## config.mk

```make
export PLATFORM = sky130hd
export DESIGN_NAME = avg_pool_2x2_compute
export DESIGN_NICKNAME = d
export VERILOG_FILES = /design/src/rtl/down_sample_pkg.sv /design/src/rtl/avg_pool_loop_iter.sv /design/src/rtl/avg_pool_2x2_compute.sv
export SDC_FILE = /design/constraint.sdc
export NUM_CORES = 1
export LEC_CHECK = 0
export BUFFER_PORTS_ARGS = -buffer_cell sky130_fd_sc_hd__buf_2
export CAP_MARGIN = 10
export CORE_AREA = 5 5 124 126
export CTS_CLUSTER_SIZE = 25
export DETAILED_ROUTE_END_ITERATION = 8
export DIE_AREA = 0 0 129 131
export PLACE_DENSITY = 0.76
export SLEW_MARGIN = 30
export SYNTH_ARGS = -nofsm -noshare
export SYNTH_HDL_FRONTEND = slang
export SYNTH_SLANG_ARGS = --single-unit
```

## constraint.sdc

```tcl
create_clock -name clk -period 4 [get_ports clk]
set_clock_uncertainty 0.1 [all_clocks]
set_input_delay 0 -clock clk [delete_from_list [all_inputs] [get_ports clk]]
set_output_delay 0 -clock clk [all_outputs]
set_load 0.005 [all_outputs]
```

## src/rtl/down_sample_pkg.sv

```systemverilog
// +----------------------------------------------------------------------------+
// | down_sample_pkg                                                            |
// | Shared types and constants for the down_sample average-pool compute stage. |
// | Revision: 1.0                                                              |
// +----------------------------------------------------------------------------+
`default_nettype none

package down_sample_pkg;

  localparam int NUM_CTRL_VARS  = 4;
  localparam int CTRL_W         = 16;
  // Four WIDTH-bit taps need two extra bits to hold their sum without loss.
  localparam int SUM_GUARD_BITS = 2;

  typedef logic [NUM_CTRL_VARS-1:0][CTRL_W-1:0] ctrl_vars_t;

  typedef logic [1:0] state_t;
  localparam state_t ST_IDLE  = 2'd0;
  localparam state_t ST_RUN   = 2'd1;
  localparam state_t ST_DRAIN = 2'd2;
  localparam state_t ST_DONE  = 2'd3;

  function automatic ctrl_vars_t pack_ctrl(input logic [CTRL_W-1:0] ch,
                                           input logic [CTRL_W-1:0] y,
                                           input logic [CTRL_W-1:0] x);
    ctrl_vars_t v;
    v[0] = '0;
    v[1] = ch;
    v[2] = y;
    v[3] = x;
    return v;
  endfunction

endpackage

`default_nettype wire

```

## src/rtl/avg_pool_loop_iter.sv

```systemverilog
// +----------------------------------------------------------------------------+
// | avg_pool_loop_iter                                                         |
// | Three-level ch/y/x loop counter (x innermost) with enable, clear and a     |
// | last-iteration flag.                                                       |
// | Revision: 1.0                                                              |
// +----------------------------------------------------------------------------+
`default_nettype none

import down_sample_pkg::*;

module avg_pool_loop_iter #(
  parameter int OUT_W = 32,
  parameter int OUT_H = 32,
  parameter int CH    = 4
) (
  input  logic              clk,
  input  logic              rst,
  input  logic              clear,
  input  logic              en,
  output logic [CTRL_W-1:0] x,
  output logic [CTRL_W-1:0] y,
  output logic [CTRL_W-1:0] ch,
  output logic              last
);

  localparam logic [CTRL_W-1:0] C_X_LAST  = CTRL_W'(OUT_W - 1);
  localparam logic [CTRL_W-1:0] C_Y_LAST  = CTRL_W'(OUT_H - 1);
  localparam logic [CTRL_W-1:0] C_CH_LAST = CTRL_W'(CH - 1);

  logic [CTRL_W-1:0] x_q, x_d;
  logic [CTRL_W-1:0] y_q, y_d;
  logic [CTRL_W-1:0] ch_q, ch_d;

  logic w_x_wrap;
  logic w_y_wrap;

  assign w_x_wrap = (x_q == C_X_LAST);
  assign w_y_wrap = (y_q == C_Y_LAST);

  always_comb begin
    x_d  = x_q;
    y_d  = y_q;
    ch_d = ch_q;
    if (clear) begin
      x_d  = '0;
      y_d  = '0;
      ch_d = '0;
    end else if (en) begin
      x_d = w_x_wrap ? '0 : x_q + 1'b1;
      if (w_x_wrap) begin
        y_d = w_y_wrap ? '0 : y_q + 1'b1;
        if (w_y_wrap) begin
          ch_d = (ch_q == C_CH_LAST) ? '0 : ch_q + 1'b1;
        end
      end
    end
  end

  always_ff @(posedge clk or posedge rst) begin
    if (rst) begin
      x_q  <= '0;
      y_q  <= '0;
      ch_q <= '0;
    end else begin
      x_q  <= x_d;
      y_q  <= y_d;
      ch_q <= ch_d;
    end
  end

  assign x    = x_q;
  assign y    = y_q;
  assign ch   = ch_q;
  assign last = w_x_wrap & w_y_wrap & (ch_q == C_CH_LAST);

endmodule

`default_nettype wire

```

## src/rtl/avg_pool_2x2_compute.sv

```systemverilog
// +----------------------------------------------------------------------------+
// | avg_pool_2x2_compute                                                       |
// | Walks ch/y/x, reads four 2x2 taps, writes one averaged pixel per output.   |
// | Build option: AVG_POOL_ROUND_EN selects round-half-up instead of truncate. |
// | Revision: 1.0                                                              |
// +----------------------------------------------------------------------------+
`default_nettype none

import down_sample_pkg::*;

module avg_pool_2x2_compute #(
  parameter int OUT_W = 32,
  parameter int OUT_H = 32,
  parameter int CH    = 4,
  parameter int WIDTH = 16
) (
  input  logic                  clk,
  input  logic                  rst,
  input  logic                  flush,
  input  logic                  start,
  input  logic                  stall,
  output logic                  busy,
  output logic                  done,
  output logic                  rd_ren,
  output logic [3:0][15:0]      rd_ctrl_vars,
  input  logic [3:0][WIDTH-1:0] rd_data,
  output logic                  wr_wen,
  output logic [3:0][15:0]      wr_ctrl_vars,
  output logic [WIDTH-1:0]      wr_data
);

  localparam int SUM_W = WIDTH + SUM_GUARD_BITS;

  state_t            state_q, state_d;
  logic              s2_valid_q, s2_valid_d;
  ctrl_vars_t        wr_ctrl_q, wr_ctrl_d;
  logic [WIDTH-1:0]  wr_data_q, wr_data_d;

  logic [CTRL_W-1:0] w_x, w_y, w_ch;
  logic              w_last;
  logic [SUM_W-1:0]  w_sum;
  logic [WIDTH-1:0]  w_avg;

  avg_pool_loop_iter #(
    .OUT_W (OUT_W),
    .OUT_H (OUT_H),
    .CH    (CH)
  ) u_loop_iter (
    .clk   (clk),
    .rst   (rst),
    .clear (flush),
    .en    (rd_ren),
    .x     (w_x),
    .y     (w_y),
    .ch    (w_ch),
    .last  (w_last)
  );

  assign rd_ren       = (state_q == ST_RUN) & ~stall;
  assign rd_ctrl_vars = pack_ctrl(w_ch, w_y, w_x);
  assign wr_wen       = s2_valid_q & ~stall;

  assign w_sum = SUM_W'(rd_data[0]) + SUM_W'(rd_data[1])
               + SUM_W'(rd_data[2]) + SUM_W'(rd_data[3]);

`ifdef AVG_POOL_ROUND_EN
  assign w_avg = WIDTH'((w_sum + SUM_W'(2)) >> 2);
`else
  assign w_avg = WIDTH'(w_sum >> 2);
`endif

  always_comb begin
    state_d    = state_q;
    s2_valid_d = s2_valid_q;
    wr_ctrl_d  = wr_ctrl_q;
    wr_data_d  = wr_data_q;

    case (state_q)
      ST_IDLE:  if (start) state_d = ST_RUN;
      ST_RUN:   if (rd_ren && w_last) state_d = ST_DRAIN;
      ST_DRAIN: if (wr_wen || !s2_valid_q) state_d = ST_DONE;
      ST_DONE:  state_d = ST_IDLE;
      default:  state_d = ST_IDLE;
    endcase

    // A read behind the write keeps stage 2 occupied with the new result.
    if (rd_ren) begin
      s2_valid_d = 1'b1;
      wr_ctrl_d  = rd_ctrl_vars;
      wr_data_d  = w_avg;
    end else if (wr_wen) begin
      s2_valid_d = 1'b0;
    end

    if (flush) begin
      state_d    = ST_IDLE;
      s2_valid_d = 1'b0;
    end
  end

  always_ff @(posedge clk or posedge rst) begin
    if (rst) begin
      state_q    <= ST_IDLE;
      s2_valid_q <= 1'b0;
      wr_ctrl_q  <= '0;
      wr_data_q  <= '0;
    end else begin
      state_q    <= state_d;
      s2_valid_q <= s2_valid_d;
      wr_ctrl_q  <= wr_ctrl_d;
      wr_data_q  <= wr_data_d;
    end
  end

  assign busy         = (state_q != ST_IDLE);
  assign done         = (state_q == ST_DONE);
  assign wr_ctrl_vars = wr_ctrl_q;
  assign wr_data      = wr_data_q;

endmodule

`default_nettype wire
```

==> impl_metrics.json, run 1 <==
{
  "clk_path_buf_depth": 2,
  "drc": 0,
  "clk_pin_slew_worst_paths_ps": 60,
  "worstPathArrival_ps": 3340,
  "pwr-share-seq_pct": 32.9,
  "ant_nets": 0,
  "fill_cells": 1223,
  "seq_area_frac_synth_pct": 40.4,
  "post-route-period-util_pct": 79.2,
  "dieHeight_um": 131,
  "cp_max_fo": 3,
  "synth-seq-cells": 115,
  "ios": 217,
  "synth_edf_count": 0,
  "grt_pass1_wl_um": 28300,
  "grt_pass1_vias": 5928,
  "syn2layout_area_growth_pct": 23.0,
  "grt_max_degree": 62,
  "critPathKind": "input pin to register",
  "async_flop_share_pct": 100,
  "port_buffers": 184,
  "grt_overflow": 0,
  "num_rows": 44,
  "finalWirelength_um": 17100,
  "syn_area_sq_mm": 0.00712,
  "period_needed_ps": 3170,
  "dr_total_vias": 6012,
  "viasPerCell": 5.06,
  "numCtsBuffers": 17,
  "initial_core_util_pct": 50.1,
  "drtIter0Drc": 403,
  "outcome": "completed",
  "die_x_um": 129,
  "root_buffer": "clkbuf_16",
  "pwr-share-clk_pct": 38.6,
  "p_switching_mw": 1.39,
  "rsz0062_at_grt": "false",
  "worst_slew_pin_slew_ps": 928,
  "antenna_found_initial": 0,
  "required_ps": 4170,
  "final_common_cell": "nand2_1",
  "yosys.area.top_type": "dfrtp_1",
  "path_cells": "buf_2 > inv_1 > fa_1 > inv_1 > fa_1 > and3b_1 > fa_1 > a211oi_1 > o21bai_1 > a31oi_1 > o21ai_0 > a221oi_1 > o21ai_0",
  "nets": 1115,
  "synth_top_cell_area_share_pct": 40.4,
  "fp.coreArea_sq_mm": 0.0142,
  "p_per_area_mw_per_mm2": 492,
  "gp_congestion": 0.878,
  "critical_path.slowest_cell": "fa_1",
  "p_int_mw": 2.92,
  "final_max_slew_viol_count": 0,
  "grt.total_usage_pct": 20.6,
  "syn_area_per_cell_sq_um": 8.77,
  "maxCapViolCount": 0,
  "dr.pass1.iters": 5,
  "wl_per_cell_um": 14.4,
  "p_leak_nw": 4.95,
  "hold_viol_final": 0,
  "diodes": 0,
  "synthFlopType": "dfrtp_1",
  "regArea_sq_mm": 0.00288,
  "crit_path_frequent_cell": "fa_1",
  "reg2reg_depth": 7,
  "ir_drop_v": 0.000295,
  "swShare_pct": 32.3,
  "dieArea_sq_mm": 0.0169,
  "cts_tree": "yes",
  "htreeDepth": 4,
  "yosys_warnings": 0,
  "hpwl_um": 12500,
  "final_cell_mix": "190 x nand2_1, 184 x buf_2, 115 x dfrtp_1, 101 x inv_1, 46 x nor2_1",
  "fmax_mhz": 316,
  "ys_types": 58,
  "setup_viol": 0,
  "multiInputGateArea_sq_mm": 0.00360,
  "netlist_instances": 812,
  "holdCritPathClass": "input pin to async pin",
  "total_power_mw": 4.31,
  "combPwrFrac_pct": 28.6,
  "end_kind": "register",
  "clk_latency_ps": 410,
  "yosys-top-cells-area": "dfrtp_1 40%, nand2_1 10%, fa_1 9.0%",
  "cts_num_sinks": 115,
  "relSlewSlack_pct": 38.1,
  "crit_path_max_incr_delay_ps": 520,
  "tns_ps": 0,
  "drive_gt1_share_pct": 23.3,
  "cp-start-kind": "input pin"
}
-- layout make-up --
class / count / area share [%]
clock buffer: 17 / 4.86
clock inverter: 15 / 2.61
inverter: 103 / 4.44
multi-input combinational: 561 / 41.1
sequential: 115 / 32.9
tap: 184 / 2.63
timing repair buffer: 194 / 11.5
-- cell usage after synthesis (13+ instances only) --
cell / n
inv_1: 102
nor3_1: 13
xnor2_1: 13
nand2_1: 190
o21ai_0: 31
fa_1: 32
nor2_1: 46
a21oi_1: 14
nand4_1: 23
nand3_1: 22
buf_4: 32
ha_1: 22
clkbuf_1: 21
dfrtp_1: 115
xor2_1: 28
-- through the flow --
stage	cells	hold slack (ps)	setup WS [ps]	instance area [sq um]	utilization [%]
after floorplan	843	-69.8	856	7240	-
after CTS	1189	45.8	889	8760	61.7
after global placement	1152	-84.8	515	8060	56.7
final	1189	27.2	833	8760	61.7
after detailed placement	1152	-81.8	475	8060	56.7
after global routing	1189	73.9	752	8760	61.7
-- what timing repair did --
item	in CTS	in global routing
hold buffers	5	0
setup buffers	0	0
endpoints found under the hold margin	37	0
gates resized for setup	0	0
-- final timing paths --
check | from | to | slack, ps
max in group asynchronous | rst | wr_ctrl_vars[26] | 2850
max reg2reg | u_loop_iter.y[0] | u_loop_iter.ch[9] | 1130
max | rd_data[1] | wr_data[15] | 830
min | rst | u_loop_iter.x[10] | 30
min reg2reg | wr_ctrl_vars[48] | wr_ctrl_vars[48] | 360
min in group clk | rd_data[48] | wr_data[0] | 100
-- power by group through the flow --
stage                     sequential (mW)  combinational, mW  clock [mW]
after floorplan                      1.42              0.857           0
after global placement               1.43               1.21           0
after detailed placement             1.43               1.24           0
after CTS                            1.42               1.25        1.69
after global routing                 1.44               1.41        1.75
final                                1.42               1.23        1.66
-- registers in the layout, summed over array words and instances, names as in the netlist --
signal	cells
s2_valid_q	1
u_loop_iter.ch	16
state_q	2
u_loop_iter.x	16
wr_ctrl_vars	48
u_loop_iter.y	16
wr_data	16
-- metal layers --
metal	global-route usage [%]	share of wire, %
met1	26.3	42
met2	34.8	50
met3	5.69	6.9
met4	5.74	1.6
met5	0	0
-- worst max-delay path, delay by kind of cell --
family	cells	cell delay, ps
AO/OA/AOI/OAI	6	1540
adder cells (fa/ha/maj)	3	1390
AND/OR/NAND/NOR	1	230
buffers and inverters	3	170
-- cells by family after synthesis --
family,share of synthesized area [%]
flip-flops,40.4
XOR/XNOR,5.04
buffers and inverters,10.8
AO/OA/AOI/OAI,8.20
AND/OR/NAND/NOR,22.1
multiplexers,0.562
other,0.0526
adder cells (fa/ha/maj),12.9
Power figures use the tool's default switching activity.
==> inputs of run 2 (changes only) <==
ABC_AREA = 1   (was unset)
CORE_AREA = 5 5 125 127   (was 5 5 124 126)
DIE_AREA = 0 0 130 132   (was 0 0 129 131)
PLACE_DENSITY = 0.77   (was 0.76)
clock period = 3 ns   (was 4 ns; I/O delays follow)
==> run 2 against run 1 <==
  * Synthesized area is 4.1% higher
  * Combinational power is 29% higher
  * Highest routed layer unchanged
  * Setup slack worse by 550 ps
  * Critical path type is now register to primary output
  * Largest power group unchanged
==> impl_metrics.json, run 2 <==
{
  "pwr-share-seq_pct": 32.8,
  "synthMuxAreaShare_pct": 0,
  "outcome": "completed",
  "worstHoldStart": "rd_data[49]",
  "viasPerCell": 4.96,
  "syn_area_sq_mm": 0.00741,
  "synthFlopType": "dfrtp_1",
  "maxCapViolCount": 0,
  "netlist_instances": 965,
  "synth_top_family_by_area": "simple AND/OR/NAND/NOR gates",
  "synth_adder_area_share_pct": 12.4,
  "synth-xor-area-share_pct": 2.36,
  "p_leak_nw": 5.04,
  "final_cell_mix": "231 x nand2_1, 184 x buf_2, 171 x inv_1, 115 x dfrtp_1, 88 x nor2_1",
  "hold_viol_final": 0,
  "seq_area_frac_synth_pct": 38.8,
  "yosys_warnings": 0,
  "p_per_area_mw_per_mm2": 614,
  "initial_core_util_pct": 51.8,
  "largest_reg_flops": 48,
  "final_max_slew_viol_count": 0,
  "htreeDepth": 4,
  "relSlewSlack_pct": 35.1,
  "ios": 217,
  "reg2reg_depth": 7,
  "worst_slew_pin_slew_ps": 970,
  "dp_cells": 1316,
  "critical_path.slowest_cell": "clkinv_1",
  "grt_max_degree": 80,
  "fill_cells": 1271,
  "fp.coreArea_sq_mm": 0.0143,
  "dr.pass1.iters": 6,
  "path_cells": "inv_1 > ha_1 > inv_1 > or2_4 > clkinv_1 > buf_2",
  "combPwrFrac_pct": 28.5,
  "ir_drop_v": 0.000436,
  "critPathKind": "register to primary output",
  "worstPathArrival_ps": 2610,
  "diodes": 0,
  "num_rows": 44,
  "cts_resized": 0,
  "r2r_start": "state_q[1]",
  "yosys-top-cells-area": "dfrtp_1 39%, nand2_1 12%, inv_1 8.7%",
  "nets": 1280,
  "antenna_found_initial": 0,
  "synth_top_cell_area_share_pct": 38.8,
  "synth_compound_area_share_pct": 9.79,
  "dr_total_vias": 6712,
  "p_int_mw": 3.80,
  "async_flop_share_pct": 100,
  "required_ps": 2900,
  "drc": 0,
  "ff2ff_setup_slack_ps": 290,
  "fin_ws_ps": 285,
  "final_common_cell": "nand2_1",
  "end_kind": "primary output",
  "rsz0062_at_grt": "false",
  "die_x_um": 130,
  "grt_pass1_wl_um": 31000,
  "post-route-period-util_pct": 90.5,
  "crit_end": "rd_ren",
  "drtIter0Drc": 487,
  "pwr-share-clk_pct": 38.7,
  "period_needed_ps": 2710,
  "syn_area_per_cell_sq_um": 7.68,
  "netlist_top_cells_count": "231 x nand2_1, 172 x inv_1, 115 x dfrtp_1",
  "clk_pin_slew_worst_paths_ps": 50,
  "p_switching_mw": 1.78,
  "root_buffer": "clkbuf_16",
  "synth-seq-cells": 115,
  "fin_util_pct": 63.5,
  "syn2layout_area_growth_pct": 22.6,
  "port_buffers": 184,
  "fmax_mhz": 368,
  "startpoint": "state_q[1]",
  "tns_ps": 0,
  "ant_nets": 0,
  "numCtsBuffers": 17,
  "cp-start-kind": "register",
  "cts_tree": "yes",
  "yosys.area.top_type": "dfrtp_1",
  "finalWirelength_um": 18600,
  "grt.total_usage_pct": 22.3,
  "dieHeight_um": 132,
  "clk_latency_ps": 410,
  "ys_types": 40,
  "setup_viol": 0,
  "wl_per_cell_um": 13.7,
  "crit_path_max_incr_delay_ps": 730,
  "grt_pass1_vias": 6409,
  "pre_cts_ws_ps": 276,
  "swShare_pct": 31.9,
  "hpwl_um": 13900,
  "clk_path_buf_depth": 2,
  "grt_overflow": 0,
  "synth_most_common_cell": "nand2_1",
  "holdCritPathClass": "input pin to register",
  "r2r_end": "s2_valid_q",
  "cts_num_sinks": 115,
  "synth-simple-area-share_pct": 23.1,
  "drive_gt1_share_pct": 19.9,
  "synth_edf_count": 0,
  "crit_path_frequent_cell": "inv_1",
  "gp_congestion": 0.899,
  "dieArea_sq_mm": 0.0172,
  "cp_max_fo": 43,
  "stdcell_count": 1353
}
-- run 2: cell types whose count changed after synthesis, sizes merged, moves of 7 or more --
cell	change
xor2	-10
nand4	-13
nor2	+45
nand3	+26
xnor2	-11
nand2	+43
inv	+70
and4	-7
clkbuf	-13
a21oi	+21
o21ai	+58
-- run 2: how the worst min path moves through the flow --
stage,endpoint,depth (start not counted)
final,wr_data[0],5
after global routing,wr_data[0],5
after CTS,wr_data[2],7
after detailed placement,u_loop_iter.x[2],3
after global placement,wr_ctrl_vars[50],3
after floorplan,wr_wen,1
-- run 2: cell families after synthesis --
kind of cell,after synthesis
buf+inv,228
flops,115
simple gates,411
xor+xnor,20
fa+ha+maj,54
other cells,1
compound gates,136
-- run 2: worst max-delay path, delay by kind of cell, from the launching register on --
| kind | cells | cell delay [ps] |
|---|---|---|
| flip-flops | 1 | 370 |
| buffers and inverters | 4 | 1230 |
| adder cells (fa/ha/maj) | 1 | 200 |
| AND/OR/NAND/NOR | 1 | 410 |
-- run 2: cell type report --
class,count,area (sq um),share of cell area [%]
multi-input cells,653,3650,40.2
repair buffers,195,1030,11.3
well taps,184,230,2.53
clock inverters,10,154,1.69
flip-flops and latches,115,2880,31.7
clock buffers,21,480,5.29
inverters,175,666,7.32
-- run 2: through the flow --
step,hold slack [ps],power (mW),area [sq um]
6_report,87.4,5.58,9090
5_1_grt,124,5.97,9090
4_1_cts,76.1,5.63,9090
3_5_place_dp,71.0,3.43,8390
3_3_place_gp,68.1,3.39,8390
2_1_floorplan,-68.9,2.96,7530
-- run 2: repair_timing --
item	CTS	global route
hold buffers	6	0
setup buffers	0	0
endpoints found under the hold margin	124	0
-- run 2: power groups by stage --
stage | clock network, mW | logic, mW | registers, mW
finish | 2.16 | 1.59 | 1.83
global route | 2.26 | 1.86 | 1.85
CTS | 2.19 | 1.60 | 1.83
detailed placement | 0 | 1.58 | 1.85
global placement | 0 | 1.54 | 1.85
floorplan | 0 | 1.10 | 1.86
-- run 2: metal layers --
metal	GRT usage, %	routed length (um)
met1	30.4	8050
met2	35.2	8840
met3	5.55	1390
met4	6.64	310
met5	0	0
==> inputs of run 3 (changes only) <==
CORE_AREA = 5 5 144 146   (was 5 5 125 127)
DIE_AREA = 0 0 149 151   (was 0 0 130 132)
PLACE_DENSITY = 0.61   (was 0.77)
==> run 3 against run 2 <==
  * Wire length grew 2.6%
  * First-iteration DRC count shrank 34%
  * Die area grew 31%
  * Sequential power is essentially flat
  * Register-to-register slack gained 30 ps
  * Design area grew 1.6%
  * Count of clock-buffer cells in the layout grew 1
  * Via count shrank 1.7%
  * Cell count grew 6.1%
  * Sequential share of layout area shrank 0.51 points
  * Largest cell class unchanged
==> impl_metrics.json, run 3 (synthesis gave the netlist of run 2 again) <==
{
  "outcome": "completed",
  "viasPerCell": 4.60,
  "r2r_start": "state_q[1]",
  "syn2layout_area_growth_pct": 24.6,
  "hold_viol_final": 0,
  "root_buffer": "clkbuf_16",
  "dr_total_vias": 6599,
  "largest_reg_flops": 48,
  "clk_pin_slew_worst_paths_ps": 50,
  "fmax_mhz": 373,
  "pre_cts_ws_ps": 275,
  "clk_latency_ps": 420,
  "clk_path_buf_depth": 2,
  "dr.pass1.iters": 5,
  "path_buf_inv": 4,
  "worstPathArrival_ps": 2880,
  "initial_core_util_pct": 38.5,
  "rsz0062_at_grt": "false",
  "crit_path_frequent_cell": "inv_1",
  "fp.coreArea_sq_mm": 0.0193,
  "holdPathStages": 5,
  "grt.total_usage_pct": 17.3,
  "finalWirelength_um": 19100,
  "relSlewSlack_pct": 38.0,
  "antenna_found_initial": 0,
  "die_x_um": 149,
  "final_common_cell": "nand2_1",
  "dpl-instance-area_sq_mm": 0.00850,
  "cp-start-kind": "register",
  "critPathKind": "register to register",
  "fin_ws_ps": 316,
  "required_ps": 3190,
  "r2r_end": "s2_valid_q",
  "total_power_mw": 5.74,
  "maxCapViolCount": 0,
  "final_max_slew_viol_count": 0,
  "crit_family": "buffers and inverters",
  "final_cell_mix": "231 x nand2_1, 184 x buf_2, 171 x inv_1, 115 x dfrtp_1, 88 x nor2_1",
  "reg2reg_depth": 7,
  "p_leak_nw": 5.05,
  "drive_gt1_share_pct": 19.8,
  "diodes": 0,
  "ir_drop_v": 0.000379,
  "ff2ff_setup_slack_ps": 320,
  "cp_max_fo": 92,
  "path_cells": "inv_1 > ha_1 > inv_1 > or2_4 > buf_4 > a21oi_1 > dlygate4sd3_1",
  "post-cts-setup-buffer-count": 0,
  "hpwl_um": 14600,
  "grt_max_degree": 93,
  "numCtsBuffers": 17,
  "grt_pass1_wl_um": 31300,
  "htreeDepth": 4,
  "min_to": "wr_data[0]",
  "end_kind": "register",
  "p_per_area_mw_per_mm2": 622,
  "dieHeight_um": 151,
  "stdcell_count": 1435,
  "tns_ps": 0,
  "nets": 1281,
  "drtIter0Drc": 323,
  "drc": 0,
  "ant_nets": 0,
  "grt_pass1_vias": 6356,
  "critical_path.slowest_cell": "buf_4",
  "gp_congestion": 0.867,
  "stdcell_area_sq_mm": 0.00924,
  "cts_num_sinks": 115,
  "period_needed_ps": 2680,
  "dieArea_sq_mm": 0.0225,
  "wl_per_cell_um": 13.3,
  "crit_path_max_incr_delay_ps": 690,
  "ios": 217,
  "setup_viol": 0,
  "post-route-period-util_pct": 89.5,
  "holdCritPathClass": "input pin to register",
  "port_buffers": 184,
  "num_rows": 51,
  "dp_cells": 1398,
  "worstHoldStart": "rd_data[49]",
  "worst_slew_pin_slew_ps": 927,
  "grt_overflow": 0,
  "cts_tree": "yes"
}
## run 3: timing repair
item,in CTS,in global routing
hold buffers,6,0
resized for setup,0,0
endpoints found under the setup margin,0,0
hold endpoints to repair,34,0
## run 3: worst max-delay path by stage
stage	startpoint	to	depth (start not counted)
after CTS	state_q[1]	s2_valid_q	7
after global placement	rd_data[1]	wr_data[11]	16
after global routing	state_q[1]	s2_valid_q	7
after detailed placement	rd_data[1]	wr_data[11]	16
after floorplan	rd_data[1]	wr_data[11]	15
final	state_q[1]	s2_valid_q	7
## run 3: through the flow
step | hold WS, ps | utilization (%)
after detailed placement | 25.2 | 44.1
after global routing | 116 | 47.9
after global placement | 28.5 | 44.1
final | 87.5 | 47.9
after CTS | 78.3 | 47.9
after floorplan | -68.9 | -
## run 3: routing by layer
layer,vias up,track usage (%),wire [um]
li1,3321,-,-
met1,3083,22.8,8620
met2,179,28.3,9000
met3,16,5.69,1330
met4,0,3.30,121
met5,-,0,0
## run 3: area by class of cell
| type | instances | area (sq um) |
|---|---|---|
| fillers | 1956 | 10000 |
| inverters | 175 | 666 |
| clock inverters | 9 | 200 |
| well taps | 265 | 332 |
| multi-input cells | 653 | 3650 |
| clock buffers | 22 | 474 |
| flip-flops and latches | 115 | 2880 |
| repair buffers | 196 | 1040 |
## run 3: report_power, final
part / switching (mW) / total, mW / internal (mW) / leakage [nW]
combinational: 0.980 / 1.59 / 0.607 / 3.15
clock: 0.710 / 2.33 / 1.62 / 0.322
sequential: 0.102 / 1.83 / 1.73 / 1.57
total: 1.79 / 5.74 / 3.95 / 5.05
## run 3: worst min-delay path, stage by stage
cell and delay [ps]:
buf_2 90, fa_1 210, fa_1 170, nand2_1 50
nand2_1 40
